<file path="config.mk">
export PLATFORM = sky130hd
export DESIGN_NAME = memory_arbiter_flat
export DESIGN_NICKNAME = d
export VERILOG_FILES = /design/src/rtl/memory_arbiter_if.sv /design/src/rtl/memory_arbiter.sv /design/src/flat_wrapper.sv
export SDC_FILE = /design/constraint.sdc
export NUM_CORES = 1
export LEC_CHECK = 0
export BUFFER_PORTS_ARGS = -buffer_cell sky130_fd_sc_hd__buf_4
export CAP_MARGIN = 0
export CORE_AREA = 2 2 129 131
export DETAILED_ROUTE_END_ITERATION = 7
export DIE_AREA = 0 0 131 133
export PLACE_DENSITY = 0.6
export SYNTH_ARGS = -nofsm -noshare
export SYNTH_HDL_FRONTEND = slang
export SYNTH_SLANG_ARGS = --single-unit
export TNS_END_PERCENT = 50
</file>
<file path="constraint.sdc">
create_clock -name CLK -period 2.1 [get_ports CLK]
set_input_delay 0 -clock CLK [delete_from_list [all_inputs] [get_ports CLK]]
set_output_delay 0 -clock CLK [all_outputs]
set_load 0.02 [all_outputs]
</file>
<file path="src/rtl/memory_arbiter_if.sv">
// Port bundle for memory_arbiter: the coherence-controller data port, two icache
// fetch ports and the single RAM port. The arbiter takes the slave view.
interface memory_arbiter_if;
  localparam int unsigned DW = 32;

  logic                   dREN;
  logic                   dWEN;
  logic [DW-1:0]          daddr;
  logic [DW-1:0]          dstore;
  logic                   dwait;
  logic [DW-1:0]          dload;

  logic [1:0]             iREN;
  logic [1:0][DW-1:0]     iaddr;
  logic [1:0]             iwait;
  logic [1:0][DW-1:0]     iload;

  logic                   ramREN;
  logic                   ramWEN;
  logic [DW-1:0]          ramaddr;
  logic [DW-1:0]          ramstore;
  logic [DW-1:0]          ramload;
  logic [1:0]             ramstate;

  modport slave (
    input  dREN, dWEN, daddr, dstore, iREN, iaddr, ramload, ramstate,
    output dwait, dload, iwait, iload, ramREN, ramWEN, ramaddr, ramstore
  );

  modport master (
    output dREN, dWEN, daddr, dstore, iREN, iaddr, ramload, ramstate,
    input  dwait, dload, iwait, iload, ramREN, ramWEN, ramaddr, ramstore
  );
endinterface

</file>
<file path="src/rtl/memory_arbiter.sv">
// Serialises the data port and two icache fetch ports onto one RAM port:
// data first, round-robin between icaches, starvation counters bound icache delay.
module memory_arbiter #(
  parameter int unsigned STARVE_LIMIT = 8
) (
  input  logic            CLK,
  input  logic            nRST,
  memory_arbiter_if.slave io_bus
);

  localparam int unsigned   NI         = 2;
  localparam int unsigned   CW         = 8;
  localparam logic [CW-1:0] LIMIT      = CW'(STARVE_LIMIT);
  localparam logic [1:0]    RAM_ACCESS = 2'd2;

  typedef enum logic [1:0] {IDLE, DGNT, IGNT0, IGNT1} state_t;

  state_t                 r_state;
  state_t                 w_next_state;
  logic                   r_last_i;
  logic [NI-1:0][CW-1:0]  r_starve_cnt;
  logic [NI-1:0][CW-1:0]  w_starve_cnt_nxt;
  logic [NI-1:0]          w_starve;
  logic [NI-1:0]          w_idone;
  logic                   w_dreq;
  logic                   w_access;
  logic                   w_data_phase;
  logic                   w_rr_pick;

  assign w_dreq       = io_bus.dREN | io_bus.dWEN;
  assign w_access     = (io_bus.ramstate == RAM_ACCESS);
  assign w_data_phase = (r_state == DGNT) || ((r_state == IDLE) && w_dreq);
  // Round-robin favours the icache that was not served last.
  assign w_rr_pick    = ~r_last_i;

  // Per-icache completion and starvation bookkeeping
  for (genvar g = 0; g < NI; g++) begin : g_icache
    localparam state_t GNT_ST = (g == 0) ? IGNT0 : IGNT1;

    assign w_idone[g]  = (r_state == GNT_ST) && io_bus.iREN[g] && w_access;
    assign w_starve[g] = io_bus.iREN[g] && (r_starve_cnt[g] == LIMIT);
    assign w_starve_cnt_nxt[g] =
      (!io_bus.iREN[g] || w_idone[g])             ? '0 :
      (w_data_phase && (r_starve_cnt[g] != LIMIT)) ? r_starve_cnt[g] + CW'(1) :
                                                     r_starve_cnt[g];
  end

  // State register
  always_ff @(posedge CLK or negedge nRST) begin
    if (!nRST) begin
      r_state <= IDLE;
    end else begin
      r_state <= w_next_state;
    end
  end

  // Round-robin pointer and starvation counters
  always_ff @(posedge CLK or negedge nRST) begin
    if (!nRST) begin
      r_last_i     <= 1'b1;
      r_starve_cnt <= '0;
    end else begin
      r_starve_cnt <= w_starve_cnt_nxt;
      if (w_idone[0]) begin
        r_last_i <= 1'b0;
      end else if (w_idone[1]) begin
        r_last_i <= 1'b1;
      end
    end
  end

  // Next-state: arbitration in IDLE, release on completion or withdrawal
  always_comb begin
    w_next_state = r_state;
    case (r_state)
      IDLE: begin
        if (&w_starve) begin
          w_next_state = w_rr_pick ? IGNT1 : IGNT0;
        end else if (w_starve[0]) begin
          w_next_state = IGNT0;
        end else if (w_starve[1]) begin
          w_next_state = IGNT1;
        end else if (w_dreq) begin
          w_next_state = DGNT;
        end else if (&io_bus.iREN) begin
          w_next_state = w_rr_pick ? IGNT1 : IGNT0;
        end else if (io_bus.iREN[0]) begin
          w_next_state = IGNT0;
        end else if (io_bus.iREN[1]) begin
          w_next_state = IGNT1;
        end
      end
      DGNT: begin
        if (!w_dreq || w_access) begin
          w_next_state = IDLE;
        end
      end
      IGNT0: begin
        if (!io_bus.iREN[0] || w_access) begin
          w_next_state = IDLE;
        end
      end
      IGNT1: begin
        if (!io_bus.iREN[1] || w_access) begin
          w_next_state = IDLE;
        end
      end
      default: w_next_state = IDLE;
    endcase
  end

  // Outputs: RAM port follows the granted requester; waits drop only on completion
  always_comb begin
    io_bus.ramREN   = 1'b0;
    io_bus.ramWEN   = 1'b0;
    io_bus.ramaddr  = '0;
    io_bus.ramstore = '0;
    io_bus.dwait    = 1'b1;
    io_bus.dload    = '0;
    io_bus.iwait    = 2'b11;
    io_bus.iload    = '0;
    case (r_state)
      DGNT: begin
        io_bus.ramaddr = io_bus.daddr;
        if (w_dreq) begin
          if (io_bus.dWEN) begin
            io_bus.ramWEN   = 1'b1;
            io_bus.ramstore = io_bus.dstore;
          end else begin
            io_bus.ramREN = 1'b1;
          end
          if (w_access) begin
            io_bus.dwait = 1'b0;
            io_bus.dload = io_bus.dWEN ? '0 : io_bus.ramload;
          end
        end
      end
      IGNT0: begin
        io_bus.ramaddr = io_bus.iaddr[0];
        if (io_bus.iREN[0]) begin
          io_bus.ramREN = 1'b1;
          if (w_access) begin
            io_bus.iwait[0] = 1'b0;
            io_bus.iload[0] = io_bus.ramload;
          end
        end
      end
      IGNT1: begin
        io_bus.ramaddr = io_bus.iaddr[1];
        if (io_bus.iREN[1]) begin
          io_bus.ramREN = 1'b1;
          if (w_access) begin
            io_bus.iwait[1] = 1'b0;
            io_bus.iload[1] = io_bus.ramload;
          end
        end
      end
      default: ;
    endcase
  end

endmodule

</file>
<file path="src/flat_wrapper.sv">
// flat-port wrapper written by rule: the top's interface ports become plain ports
module memory_arbiter_flat 
#(
  parameter int unsigned STARVE_LIMIT = 8
)
  (CLK, nRST, io_bus_dREN, io_bus_dWEN, io_bus_daddr, io_bus_dstore, io_bus_iREN, io_bus_iaddr, io_bus_ramload, io_bus_ramstate, io_bus_dwait, io_bus_dload, io_bus_iwait, io_bus_iload, io_bus_ramREN, io_bus_ramWEN, io_bus_ramaddr, io_bus_ramstore);
  memory_arbiter_if io_bus_i ();
  input  logic CLK;
  input  logic nRST;
  input wire logic [$bits(io_bus_i.dREN)-1:0] io_bus_dREN;
  input wire logic [$bits(io_bus_i.dWEN)-1:0] io_bus_dWEN;
  input wire logic [$bits(io_bus_i.daddr)-1:0] io_bus_daddr;
  input wire logic [$bits(io_bus_i.dstore)-1:0] io_bus_dstore;
  input wire logic [$bits(io_bus_i.iREN)-1:0] io_bus_iREN;
  input wire logic [$bits(io_bus_i.iaddr)-1:0] io_bus_iaddr;
  input wire logic [$bits(io_bus_i.ramload)-1:0] io_bus_ramload;
  input wire logic [$bits(io_bus_i.ramstate)-1:0] io_bus_ramstate;
  output wire logic [$bits(io_bus_i.dwait)-1:0] io_bus_dwait;
  output wire logic [$bits(io_bus_i.dload)-1:0] io_bus_dload;
  output wire logic [$bits(io_bus_i.iwait)-1:0] io_bus_iwait;
  output wire logic [$bits(io_bus_i.iload)-1:0] io_bus_iload;
  output wire logic [$bits(io_bus_i.ramREN)-1:0] io_bus_ramREN;
  output wire logic [$bits(io_bus_i.ramWEN)-1:0] io_bus_ramWEN;
  output wire logic [$bits(io_bus_i.ramaddr)-1:0] io_bus_ramaddr;
  output wire logic [$bits(io_bus_i.ramstore)-1:0] io_bus_ramstore;
  assign io_bus_i.dREN = io_bus_dREN;
  assign io_bus_i.dWEN = io_bus_dWEN;
  assign io_bus_i.daddr = io_bus_daddr;
  assign io_bus_i.dstore = io_bus_dstore;
  assign io_bus_i.iREN = io_bus_iREN;
  assign io_bus_i.iaddr = io_bus_iaddr;
  assign io_bus_i.ramload = io_bus_ramload;
  assign io_bus_i.ramstate = io_bus_ramstate;
  assign io_bus_dwait = io_bus_i.dwait;
  assign io_bus_dload = io_bus_i.dload;
  assign io_bus_iwait = io_bus_i.iwait;
  assign io_bus_iload = io_bus_i.iload;
  assign io_bus_ramREN = io_bus_i.ramREN;
  assign io_bus_ramWEN = io_bus_i.ramWEN;
  assign io_bus_ramaddr = io_bus_i.ramaddr;
  assign io_bus_ramstore = io_bus_i.ramstore;
  memory_arbiter #(.STARVE_LIMIT(STARVE_LIMIT)) u_core (.CLK(CLK), .nRST(nRST), .io_bus(io_bus_i));
endmodule
</file>
==> out/qor.yml <==
status:
  outcome: "finished clean"
logic_synthesis:
  syn-cell-area_sq_um: 2770
  synth_area_leaders: "dfrtp_1, nor2_1, mux2_2"
  postSynthCellCount: 383
  ys_seq_elements: 19
  ys_types: 46
  synth.avg_cell_area_sq_um: 7.24
  ys.warnings.count: 0
  synth.net_count: 555
  ys_seq_area_share_pct: 17.2
  synth_top_area_share_pct: 16.2
  synth_top_area_cell: "dfrtp_1"
critical_path:
  end_kind: "output pin"
  cpMaxStageDelayCell: "dfrtp_2"
  crit_path_start_kind: "register"
  cp.arrival_ns: 1.95
  cp_data_required_time_ns: 2.10
  path_cells: "and2b_1, nand3b_4, nor3_1, buf_4"
  crit_fanout: 33
  max_stage_delay_ns: 0.54
  worstSetupPathType: "register to output pin"
layout:
  layout-drive-gt1-share_pct: 57.6
  antenna_cells: 0
  nets: 869
  syn2layout_area_growth_pct: 99.8
  mostFrequentLayoutCells: "buf_4, nor2_1, nand2_1"
  final_common_cell: "buf_4"
sta:
  period_needed_ns: 1.95
  setup_viol: 0
  tns_ns: 0
  slew_headroom_pct: 66.2
  slew_violations: 0
  period_share_pct: 93.0
  worst_pin_slew_ns: 0.505
  fmax_mhz: 512
  rsz0062_at_grt: "false"
  skew_ns: 0.00116
  final-hold-violation-count: 0
  whs_ns: 0.154
placed_design:
  dp_hpwl_microns: 11500
  place.gp.congestion: 0.772
  io_buffer_count: 332
drt:
  drc: 0
  firstDrtPassIters: 4
  detail_route.wl_per_cell_microns: 15.4
  wl_microns: 14200
  viasPerCell: 4.37
  postRouteAntennaNets: 0
  first_iter_violations: 180
  vias: 4006
global_route:
  grt_max_degree: 38
  grtUsageTotal_pct: 14.7
  antenna_found_initial: 0
  grt_pass1_vias: 3649
  grt_pass1_wl_microns: 20200
  gr-total-overflow: 0
cts:
  clk_latency_ns: 0.25
  clockRootBuffer: "clkbuf_16"
  cts_setup_buffers: 0
  clk_path_buf_depth: 2
  tritoncts: "done"
  htreeDepth: 1
  numCtsBuffers: 3
  clk_pin_slew_ns: 0.06
  clkSinkCount: 19
floorplan:
  initial_utilization_pct: 17.1
  die_w_microns: 131
  row_count: 47
  dieHeight_microns: 133
  ios: 333
  dieArea_sq_um: 17400
  core_sq_um: 16200
power_and_ir_drop:
  power_per_cell_area_nw_per_um2: 694
  peakVddDrop_mv: 0.433
  p_leak_nw: 2.87
  power_mw: 3.84
run:
  cap_violations: 0
min_path:
  worstHoldPathType: "input pin to register"
metal layers:
| metal | global-route usage (%) | vias to the layer above | wire length [microns] |
|---|---|---|---|
| met5 | 0 | - | 0 |
| met4 | 2.48 | 0 | 137 |
| met3 | 2.99 | 11 | 1370 |
| met2 | 27.4 | 218 | 7250 |
| met1 | 17.2 | 1832 | 5390 |
| li1 | - | 1945 | - |
worst paths after layout:
| path | from | endpoint | slack [ns] | cells after the start |
|---|---|---|---|---|
| worst max-delay path | u_core.r_state[1] | io_bus_dload[31] | 0.15 | 4 |
| worst min-delay path | io_bus_iREN[0] | u_core.r_state[0] | 0.15 | 3 |
| worst max register to register | u_core.r_starve_cnt[0] | u_core.r_starve_cnt[1] | 0.42 | 6 |
| worst min register to register | u_core.r_last_i | u_core.r_last_i | 0.48 | 2 |
| max in group asynchronous | nRST | u_core.r_last_i | 1.67 | 2 |
| min in group asynchronous | nRST | u_core.r_starve_cnt[4] | 0.16 | 2 |
sequential cells by signal (all words and copies together), names as in the netlist:
register	flops
u_core.r_state	2
u_core.r_last_i	1
u_core.r_starve_cnt	16
synth_stat cells (all sizes together):
| library cell | n |
|---|---|
| nor2 | 112 |
| nand2 | 41 |
| and3 | 34 |
| mux2 | 33 |
| a22o | 32 |
| buf | 19 |
| dfrtp | 18 |
| clkbuf | 16 |
| xnor2 | 12 |
| inv | 9 |
| nand3 | 9 |
| nor3 | 7 |
| nor4 | 5 |
| ha | 4 |
| nand3b | 3 |
| a2111oi | 2 |
| a211oi | 2 |
| a21oi | 2 |
| a31o | 2 |
| mux2i | 2 |
| nor2b | 2 |
| nor4b | 2 |
| a21bo | 1 |
| a21boi | 1 |
| a32o | 1 |
| and2 | 1 |
| and2b | 1 |
| and4bb | 1 |
| dfstp | 1 |
| nand2b | 1 |
| nand4 | 1 |
| nand4b | 1 |
| nor3b | 1 |
| o2111ai | 1 |
| o21ai | 1 |
| o21bai | 1 |
| or2 | 1 |
report_power, final:
group	total [mW]	internal [mW]	switching (mW)
combinational	2.86	1.32	1.54
clock	0.400	0.259	0.142
sequential	0.584	0.440	0.144
total	3.84	2.02	1.83
cell families (layout without fill, tap and decap cells):
group | Yosys count | after routing | synth area share [%]
buffers and inverters | 44 | 357 | 7.63
xor gates and xnor gates | 12 | 12 | 3.79
adders and majority gates | 4 | 4 | 1.81
muxes | 35 | 35 | 14.1
and+or+nand+nor | 223 | 223 | 40.3
DFF | 19 | 19 | 17.2
AOI/OAI and AO/OA | 46 | 46 | 15.1
timing repair:
item,CTS,global route
hold endpoints to repair,19,0
gates resized for setup,0,0
hold buffers,1,0
area by class of cell:
type | instances | area (sq um)
well taps | 220 | 275
fillers | 1752 | 10600
clock buffers | 4 | 78.8
multi-input cells | 320 | 2090
repair buffers | 344 | 2580
inverters | 9 | 33.8
flip-flops and latches | 19 | 478
worst max-delay path, delay by kind of cell (launching register included):
family | cells | cell delay (ns)
simple gates | 3 | 0.96
buf+inv | 1 | 0.18
flops | 1 | 0.54
per-stage QoR:
step / area (sq um) / worst slack [ns] / instances / utilization (%)
global placement: 5450 / 0.441 / 911 / 33.7
floorplan: 2770 / 0.557 / 383 / -
detailed placement: 5450 / 0.417 / 911 / 33.7
global route: 5540 / 0.0000917 / 916 / 34.3
finish: 5540 / 0.147 / 916 / 34.3
CTS: 5540 / 0.137 / 916 / 34.3
(Power assumes the default switching activity.)
